--- config.mk ---
export PLATFORM = sky130hd
export DESIGN_NAME = alu_seq
export DESIGN_NICKNAME = d
export VERILOG_FILES = /design/src/rtl/alu_pkg.sv /design/src/rtl/alu_seq_muldiv.sv /design/src/rtl/alu_seq.sv
export SDC_FILE = /design/constraint.sdc
export NUM_CORES = 2
export LEC_CHECK = 0
export CAP_MARGIN = 15
export CORE_MARGIN = 1
export CORE_UTILIZATION = 40
export CTS_CLUSTER_SIZE = 8
export DETAILED_ROUTE_END_ITERATION = 7
export PLACE_DENSITY_LB_ADDON = 0.3
export SYNTH_ARGS = -nofsm -noshare
export SYNTH_HDL_FRONTEND = slang
export SYNTH_SLANG_ARGS = --single-unit
export TNS_END_PERCENT = 1
--- constraint.sdc ---
create_clock -name Clk -period 5.1 [get_ports Clk]
set_input_delay 1.02 -clock Clk [delete_from_list [all_inputs] [get_ports Clk]]
set_output_delay 1.02 -clock Clk [all_outputs]
set_load 0.01 [all_outputs]
--- src/rtl/alu_pkg.sv ---
// Shared ALU definitions: opcodes (common with the ALU control decoder),
// the sequencer state type and the iterative-op classifier.
package alu_pkg;

    localparam logic [3:0] OP_AND  = 4'd0;
    localparam logic [3:0] OP_OR   = 4'd1;
    localparam logic [3:0] OP_ADD  = 4'd2;
    localparam logic [3:0] OP_XOR  = 4'd3;
    localparam logic [3:0] OP_SLL  = 4'd4;
    localparam logic [3:0] OP_SRL  = 4'd5;
    localparam logic [3:0] OP_SUB  = 4'd6;
    localparam logic [3:0] OP_SLT  = 4'd7;
    localparam logic [3:0] OP_ROTL = 4'd8;
    localparam logic [3:0] OP_ROTR = 4'd9;
    localparam logic [3:0] OP_NOR  = 4'd12;
    localparam logic [3:0] OP_DIVU = 4'd13;
    localparam logic [3:0] OP_ERR  = 4'd14;
    localparam logic [3:0] OP_MUL  = 4'd15;

    typedef enum logic {
        IDLE = 1'b0,
        RUN  = 1'b1
    } alu_state_t;

    // Divide by zero resolves in one cycle, so only a non-zero divisor iterates.
    function automatic logic is_iterative(input logic [3:0] op, input logic b_zero);
        return (op == OP_MUL) || ((op == OP_DIVU) && !b_zero);
    endfunction

endpackage

--- src/rtl/alu_seq_muldiv.sv ---
// Iterative engine: radix-2 shift-add signed multiply and restoring unsigned
// divide sharing one accumulator/shift register pair.
//   clk, reset   : clock, synchronous active-high reset
//   load         : capture operands and op, counter := WIDTH-1
//   step         : advance one iteration
//   op_mul       : 1 = signed multiply, 0 = unsigned divide (at load)
//   a, b         : operands (at load)
//   result_lo/hi : final result as it stands after the current step
//   last         : counter has reached zero (current step is the final one)
module alu_seq_muldiv #(
    parameter int unsigned WIDTH = 32
) (
    input  logic             clk,
    input  logic             reset,
    input  logic             load,
    input  logic             step,
    input  logic             op_mul,
    input  logic [WIDTH-1:0] a,
    input  logic [WIDTH-1:0] b,
    output logic [WIDTH-1:0] result_lo,
    output logic [WIDTH-1:0] result_hi,
    output logic             last
);

    localparam int unsigned SHW = $clog2(WIDTH);

    logic [WIDTH:0]   acc;      // product high half / partial remainder
    logic [WIDTH-1:0] lo;       // multiplier shifting out / dividend->quotient
    logic [WIDTH-1:0] opnd;     // multiplicand magnitude or divisor
    logic             is_mul;
    logic             neg;      // operand signs differ: negate final product
    logic [SHW-1:0]   cnt;

    logic [WIDTH:0]     acc_n;
    logic [WIDTH-1:0]   lo_n;
    logic [WIDTH:0]     sum;
    logic [WIDTH:0]     trial;
    logic [WIDTH:0]     diff;
    logic [2*WIDTH-1:0] prod;
    logic [WIDTH-1:0]   mag_a;
    logic [WIDTH-1:0]   mag_b;

    // Operand magnitudes; the most negative value maps to 2^(WIDTH-1), which fits.
    always_comb begin
        mag_a = a[WIDTH-1] ? WIDTH'(-a) : a;
        mag_b = b[WIDTH-1] ? WIDTH'(-b) : b;
    end

    // One iteration of whichever algorithm is loaded.
    always_comb begin
        sum   = acc + (lo[0] ? {1'b0, opnd} : '0);
        trial = {acc[WIDTH-1:0], lo[WIDTH-1]};
        diff  = trial - {1'b0, opnd};
        if (is_mul) begin
            acc_n = {1'b0, sum[WIDTH:1]};
            lo_n  = {sum[0], lo[WIDTH-1:1]};
        end else begin
            acc_n = (trial >= {1'b0, opnd}) ? diff : trial;
            lo_n  = {lo[WIDTH-2:0], (trial >= {1'b0, opnd})};
        end
    end

    // Result taps after the current step, with the multiply sign fix-up.
    always_comb begin
        prod = {acc_n[WIDTH-1:0], lo_n};
        if (neg) begin
            prod = (2*WIDTH)'(-prod);
        end
        if (is_mul) begin
            result_lo = prod[WIDTH-1:0];
            result_hi = prod[2*WIDTH-1:WIDTH];
        end else begin
            result_lo = lo_n;
            result_hi = acc_n[WIDTH-1:0];
        end
        last = (cnt == '0);
    end

    // Engine registers.
    always_ff @(posedge clk) begin
        if (reset) begin
            acc    <= '0;
            lo     <= '0;
            opnd   <= '0;
            is_mul <= 1'b0;
            neg    <= 1'b0;
            cnt    <= '0;
        end else if (load) begin
            acc    <= '0;
            is_mul <= op_mul;
            cnt    <= SHW'(WIDTH - 1);
            if (op_mul) begin
                lo   <= mag_b;
                opnd <= mag_a;
                neg  <= a[WIDTH-1] ^ b[WIDTH-1];
            end else begin
                lo   <= a;
                opnd <= b;
                neg  <= 1'b0;
            end
        end else if (step) begin
            acc <= acc_n;
            lo  <= lo_n;
            if (cnt != '0) begin
                cnt <= cnt - SHW'(1);
            end
        end
    end

endmodule

--- src/rtl/alu_seq.sv ---
// Registered EX-stage ALU with Start/Busy/Done handshake. Single-cycle ops
// complete in one cycle; MUL and DIVU (non-zero divisor) take WIDTH+1.
//   Clk, Reset        : clock, synchronous active-high reset
//   Start             : request, sampled only in IDLE
//   ALUControl, A, B  : op select and operands, captured with Start
//   Busy              : iterative op in progress (pipeline stall)
//   Done              : one-cycle pulse, results updated
//   ALUResult/HiResult: low / high result (product, quotient/remainder)
//   Zero              : ALUResult == 0
module alu_seq
    import alu_pkg::*;
#(
    parameter int unsigned WIDTH = 32
) (
    input  logic             Clk,
    input  logic             Reset,
    input  logic             Start,
    input  logic [3:0]       ALUControl,
    input  logic [WIDTH-1:0] A,
    input  logic [WIDTH-1:0] B,
    output logic             Busy,
    output logic             Done,
    output logic [WIDTH-1:0] ALUResult,
    output logic [WIDTH-1:0] HiResult,
    output logic             Zero
);

    localparam int unsigned SHW = $clog2(WIDTH);

    alu_state_t       state;
    alu_state_t       state_next;
    logic             load_c;
    logic             wr_c;
    logic [WIDTH-1:0] lo_d;
    logic [WIDTH-1:0] hi_d;
    logic [WIDTH-1:0] single_lo;
    logic [WIDTH-1:0] single_hi;
    logic [WIDTH-1:0] eng_lo;
    logic [WIDTH-1:0] eng_hi;
    logic             eng_last;
    logic [SHW-1:0]   sh;
    logic [SHW:0]     rsh;

    // Single-cycle datapath. A right shift by WIDTH yields 0, so a rotate by 0 returns A.
    always_comb begin
        sh        = B[SHW-1:0];
        rsh       = (SHW+1)'(WIDTH) - (SHW+1)'(sh);
        single_lo = '0;
        single_hi = '0;
        case (ALUControl)
            OP_AND:  single_lo = A & B;
            OP_OR:   single_lo = A | B;
            OP_ADD:  single_lo = A + B;
            OP_XOR:  single_lo = A ^ B;
            OP_SLL:  single_lo = A << sh;
            OP_SRL:  single_lo = A >> sh;
            OP_SUB:  single_lo = A - B;
            OP_SLT:  single_lo = WIDTH'($signed(A) < $signed(B));
            OP_ROTL: single_lo = (A << sh) | (A >> rsh);
            OP_ROTR: single_lo = (A >> sh) | (A << rsh);
            OP_NOR:  single_lo = ~(A | B);
            OP_ERR:  single_lo = '1;
            OP_DIVU: begin
                single_lo = '1;
                single_hi = A;
            end
            default: single_lo = '0;
        endcase
    end

    alu_seq_muldiv #(.WIDTH(WIDTH)) u_muldiv (
        .clk       (Clk),
        .reset     (Reset),
        .load      (load_c),
        .step      (state == RUN),
        .op_mul    (ALUControl == OP_MUL),
        .a         (A),
        .b         (B),
        .result_lo (eng_lo),
        .result_hi (eng_hi),
        .last      (eng_last)
    );

    // Next state, engine load and result write select.
    always_comb begin
        state_next = state;
        load_c     = 1'b0;
        wr_c       = 1'b0;
        lo_d       = single_lo;
        hi_d       = single_hi;
        case (state)
            IDLE: begin
                if (Start) begin
                    if (is_iterative(ALUControl, B == '0)) begin
                        load_c     = 1'b1;
                        state_next = RUN;
                    end else begin
                        wr_c = 1'b1;
                    end
                end
            end
            RUN: begin
                if (eng_last) begin
                    wr_c       = 1'b1;
                    lo_d       = eng_lo;
                    hi_d       = eng_hi;
                    state_next = IDLE;
                end
            end
            default: state_next = IDLE;
        endcase
    end

    // State and output registers.
    always_ff @(posedge Clk) begin
        if (Reset) begin
            state     <= IDLE;
            Busy      <= 1'b0;
            Done      <= 1'b0;
            ALUResult <= '0;
            HiResult  <= '0;
        end else begin
            state <= state_next;
            Busy  <= (state_next == RUN);
            Done  <= wr_c;
            if (wr_c) begin
                ALUResult <= lo_d;
                HiResult  <= hi_d;
            end
        end
    end

    assign Zero = (ALUResult == '0);

endmodule
==> summary.txt <==
Status
  • Status: finished clean

Synthesis
  • Commonest register cell after synthesis: dfxtp_1
  • Syn. warnings: 0
  • Mapped cell area: 26700 sq um
  • Post-synthesis instance total: 4059
  • Post-synthesis register bit count: 170
  • Distinct cells, synth: 110
  • Post-synth ARST share: 0%
  • Part of the Yosys area used for sequential elements: 12.8%
  • Number of flops mapped to enable cells by yosys: 0
  • Average cell area after synthesis: 6.58 sq um
  • Synth Net Count: 4300

Power
  • Leak: 13.5 nW
  • Net Sw Power: 4.17 mW
  • Switching part of the total: 50.3%
  • Combinational power share: 65.1%
  • P per Cell Area: 254 nW/um^2
  • Clock network power share: 17.0%
  • VDD IR max: 0.247 mV
  • Register share of total power: 17.9%
  • Internal: 4.11 mW

Global routing
  • All-Layer GR Usage: 45.7%
  • Grt ovf: 0
  • Pin count of the biggest net entering global routing: 86
  • Initial antenna violation count: 7
  • Vias in the first global route: 31569
  • First-pass GRT wire length: 225 mm

STA
  • Final Hold Fails: 0
  • Final slew viol count: 0
  • Setup tns final: 0 ps
  • F_max: 203 MHz
  • Setup WS post-layout: 167 ps
  • Worst Skew: 13.2 ps
  • RSZ-0062 raised after global routing: yes
  • Worst rel slew slack: 22.3%
  • Slew @ Worst Pin: 1160 ps
  • Final Setup Violations: 0
  • Min Tclk post-route: 4930 ps
  • Part of the cycle the worst path needs: 96.7%

Routing
  • Met2 WL post-DR: 63.7 mm
  • Total vias in the final route: 35051
  • Final WL: 159 mm
  • Wire length per cell: 30.1 um
  • Post-DR vias/cell: 6.63
  • Top sig layer: met5
  • Met3 Wirelength: 19.7 mm
  • Remaining antenna violation count: 0
  • Drt drc: 0
  • Met1 Routed Length: 64.3 mm
  • DRT Pass-1 Iters: 7
  • Initial DRC count: 4944

Clock network
  • H-tree levels: 4
  • Skew-Pair Late Insertion Delay: 500 ps
  • CTS root buf: clkbuf_16
  • CTS max path bufs: 2
  • CTS tree: built
  • CTS clock-pin slew for the worst setup and hold paths: 70 ps
  • Num CTS Buffers: 17
  • Hold buffer count at cts: 0
  • Setup bufs post-CTS: 0
  • Clock tree sinks: 170

Die
  • Die H: 260 um
  • Io pins: 138
  • Die Wd: 260 um
  • Initial core utilization: 40.5%
  • Core area: 65900 sq um
  • Die area: 67800 sq um
  • FP Rows: 94

Worst setup path
  • Worst R2R End: HiResult[2]$_SDFFE_PP0P_
  • End point of the critical path: HiResult[2]$_SDFFE_PP0P_
  • Reg2Reg Depth: 25
  • R2R Path Start: u_muldiv.opnd[18]$_SDFFE_PP0P_
  • Critical path data required time: 5450 ps
  • Worst setup SP type: flip-flop
  • CP Capture Type: flip-flop
  • Critical Path Max Stage Delay: 500 ps
  • Most used cell, CP: buf_4
  • Crit-path max FO: 7
  • Kind of critical path: reg2reg
  • Worst EP arrival: 5280 ps
  • Worst Setup SP: u_muldiv.opnd[18]$_SDFFE_PP0P_
  • Setup slack, reg-to-reg: 170 ps
  • Slowest CP cell: nor4_1

Hold path
  • Min-delay worst type: reg2reg

Layout
  • Commonest non-fill, non-tap cell in the layout: nor2_1
  • Syn-to-layout area delta: 22.3%
  • Filler instances: 6969
  • Layout Nets: 4648
  • Most frequent cells in the layout: nor2_1, buf_4, nand2_1
  • Share of post-route cells with drive strength above 1: 15.4%

Place
  • Routability cong.: 1.13
  • Final HPWL DP: 127 mm
  • Place WS: -685 ps
  • IO Port Bufs: 137

Flow run
  • Max-cap violations: 0
==> synth_stat cells, drive strengths merged, types with 12 or more instances <==
cell | count | area [sq um]
nor3 | 120 | 622
a221o | 15 | 150
o41ai | 14 | 130
o21ai | 340 | 1710
nand2 | 469 | 1770
or2 | 17 | 106
a211oi | 115 | 873
inv | 164 | 616
and2 | 57 | 357
o32ai | 12 | 113
a222oi | 13 | 130
a21boi | 15 | 128
a221oi | 60 | 526
nor2 | 508 | 1910
dfxtp | 170 | 3400
nand4 | 30 | 188
o21bai | 24 | 180
xor2 | 38 | 333
xnor2 | 115 | 1010
a21o | 52 | 390
nor4 | 39 | 265
o311ai | 12 | 105
mux2i | 132 | 1320
mux2 | 26 | 300
clkbuf | 234 | 880
buf | 70 | 320
a22oi | 18 | 135
o21a | 21 | 158
o31ai | 36 | 284
o221ai | 24 | 228
a2111oi | 13 | 133
nand2b | 36 | 225
ha | 166 | 2080
and3 | 24 | 150
nor2b | 22 | 138
a21oi | 395 | 2000
or3 | 28 | 195
a31oi | 58 | 378
o211ai | 75 | 573
nand3 | 80 | 400
o22ai | 43 | 269
==> per-layer routing <==
metal  up-vias  GRT usage (%)
met5         -              0
met4        10           28.1
met3       397           11.9
met2      2432           64.8
met1     16615           61.2
li1      15597              -
==> layout make-up <==
type	instances	area, sq um	share of cell area (%)
clock inverters	12	165	0.506
repair buffers	633	5260	16.1
clock buffers	18	439	1.35
diodes	4	10.0	0.0307
well taps	864	1080	3.31
multi-input cells	3417	21700	66.3
inverters	168	632	1.94
flip-flops and latches	170	3410	10.4
==> worst max-delay path, delay by kind of cell (launching register included) <==
kind	cells	cell delay, ps
compound gates	8	1390
xor+xnor	1	150
fa+ha+maj	2	640
buf+inv	5	600
flops	1	440
simple gates	9	1560
==> logic make-up after synthesis <==
| group | count (synthesis) | synth area share [%] |
|---|---|---|
| buffers and inverters | 472 | 6.86 |
| multiplexers | 161 | 6.33 |
| flip-flops | 170 | 12.8 |
| XOR/XNOR | 153 | 5.02 |
| AO/OA/AOI/OAI | 1460 | 35.9 |
| adder cells (fa/ha/maj) | 170 | 8.08 |
| AND/OR/NAND/NOR | 1473 | 25.1 |
==> how the worst min path moves through the flow <==
stage	start	endpoint	cells past startpoint
floorplan	u_muldiv.opnd[10]$_SDFFE_PP0P_	u_muldiv.opnd[10]$_SDFFE_PP0P_	2
global placement	u_muldiv.opnd[2]$_SDFFE_PP0P_	u_muldiv.opnd[2]$_SDFFE_PP0P_	2
detailed placement	u_muldiv.opnd[2]$_SDFFE_PP0P_	u_muldiv.opnd[2]$_SDFFE_PP0P_	2
CTS	u_muldiv.opnd[2]$_SDFFE_PP0P_	u_muldiv.opnd[2]$_SDFFE_PP0P_	2
global route	u_muldiv.opnd[2]$_SDFFE_PP0P_	u_muldiv.opnd[2]$_SDFFE_PP0P_	2
finish	u_muldiv.opnd[2]$_SDFFE_PP0P_	u_muldiv.opnd[2]$_SDFFE_PP0P_	2
==> flip-flops by register name, summed over array words and instances, names as in the netlist <==
signal and cells:
u_muldiv.acc 33, ALUResult 32, HiResult 32, u_muldiv.lo 32, u_muldiv.opnd 32, u_muldiv.cnt 5
Done 1, state 1, u_muldiv.is_mul 1, u_muldiv.neg 1
==> through the flow <==
stage | hold slack (ps) | instances | total power [mW] | cell area [sq um] | util (%)
CTS | 474 | 5282 | 8.03 | 32600 | 49.4
finish | 474 | 5286 | 8.28 | 32700 | 49.6
global placement | 460 | 5252 | 6.62 | 31900 | 48.5
floorplan | 445 | 4059 | 4.39 | 26700 | -
global route | 508 | 5282 | 8.58 | 32600 | 49.6
detailed placement | 463 | 5252 | 6.61 | 31900 | 48.5
==> repair_timing <==
action	CTS	global route
pin swaps	0	1
gates cloned	0	0
resized for setup	5	16
endpoints found under the setup margin	6	23
==> power by group through the flow <==
stage | clock (mW) | sequential [mW] | combinational, mW
2_1_floorplan | 0 | 1.50 | 2.89
3_3_place_gp | 0 | 1.51 | 5.11
3_5_place_dp | 0 | 1.51 | 5.10
4_1_cts | 1.42 | 1.48 | 5.14
5_1_grt | 1.47 | 1.49 | 5.62
6_report | 1.41 | 1.48 | 5.39
Note: power is estimated with default switching activity, not from simulation.
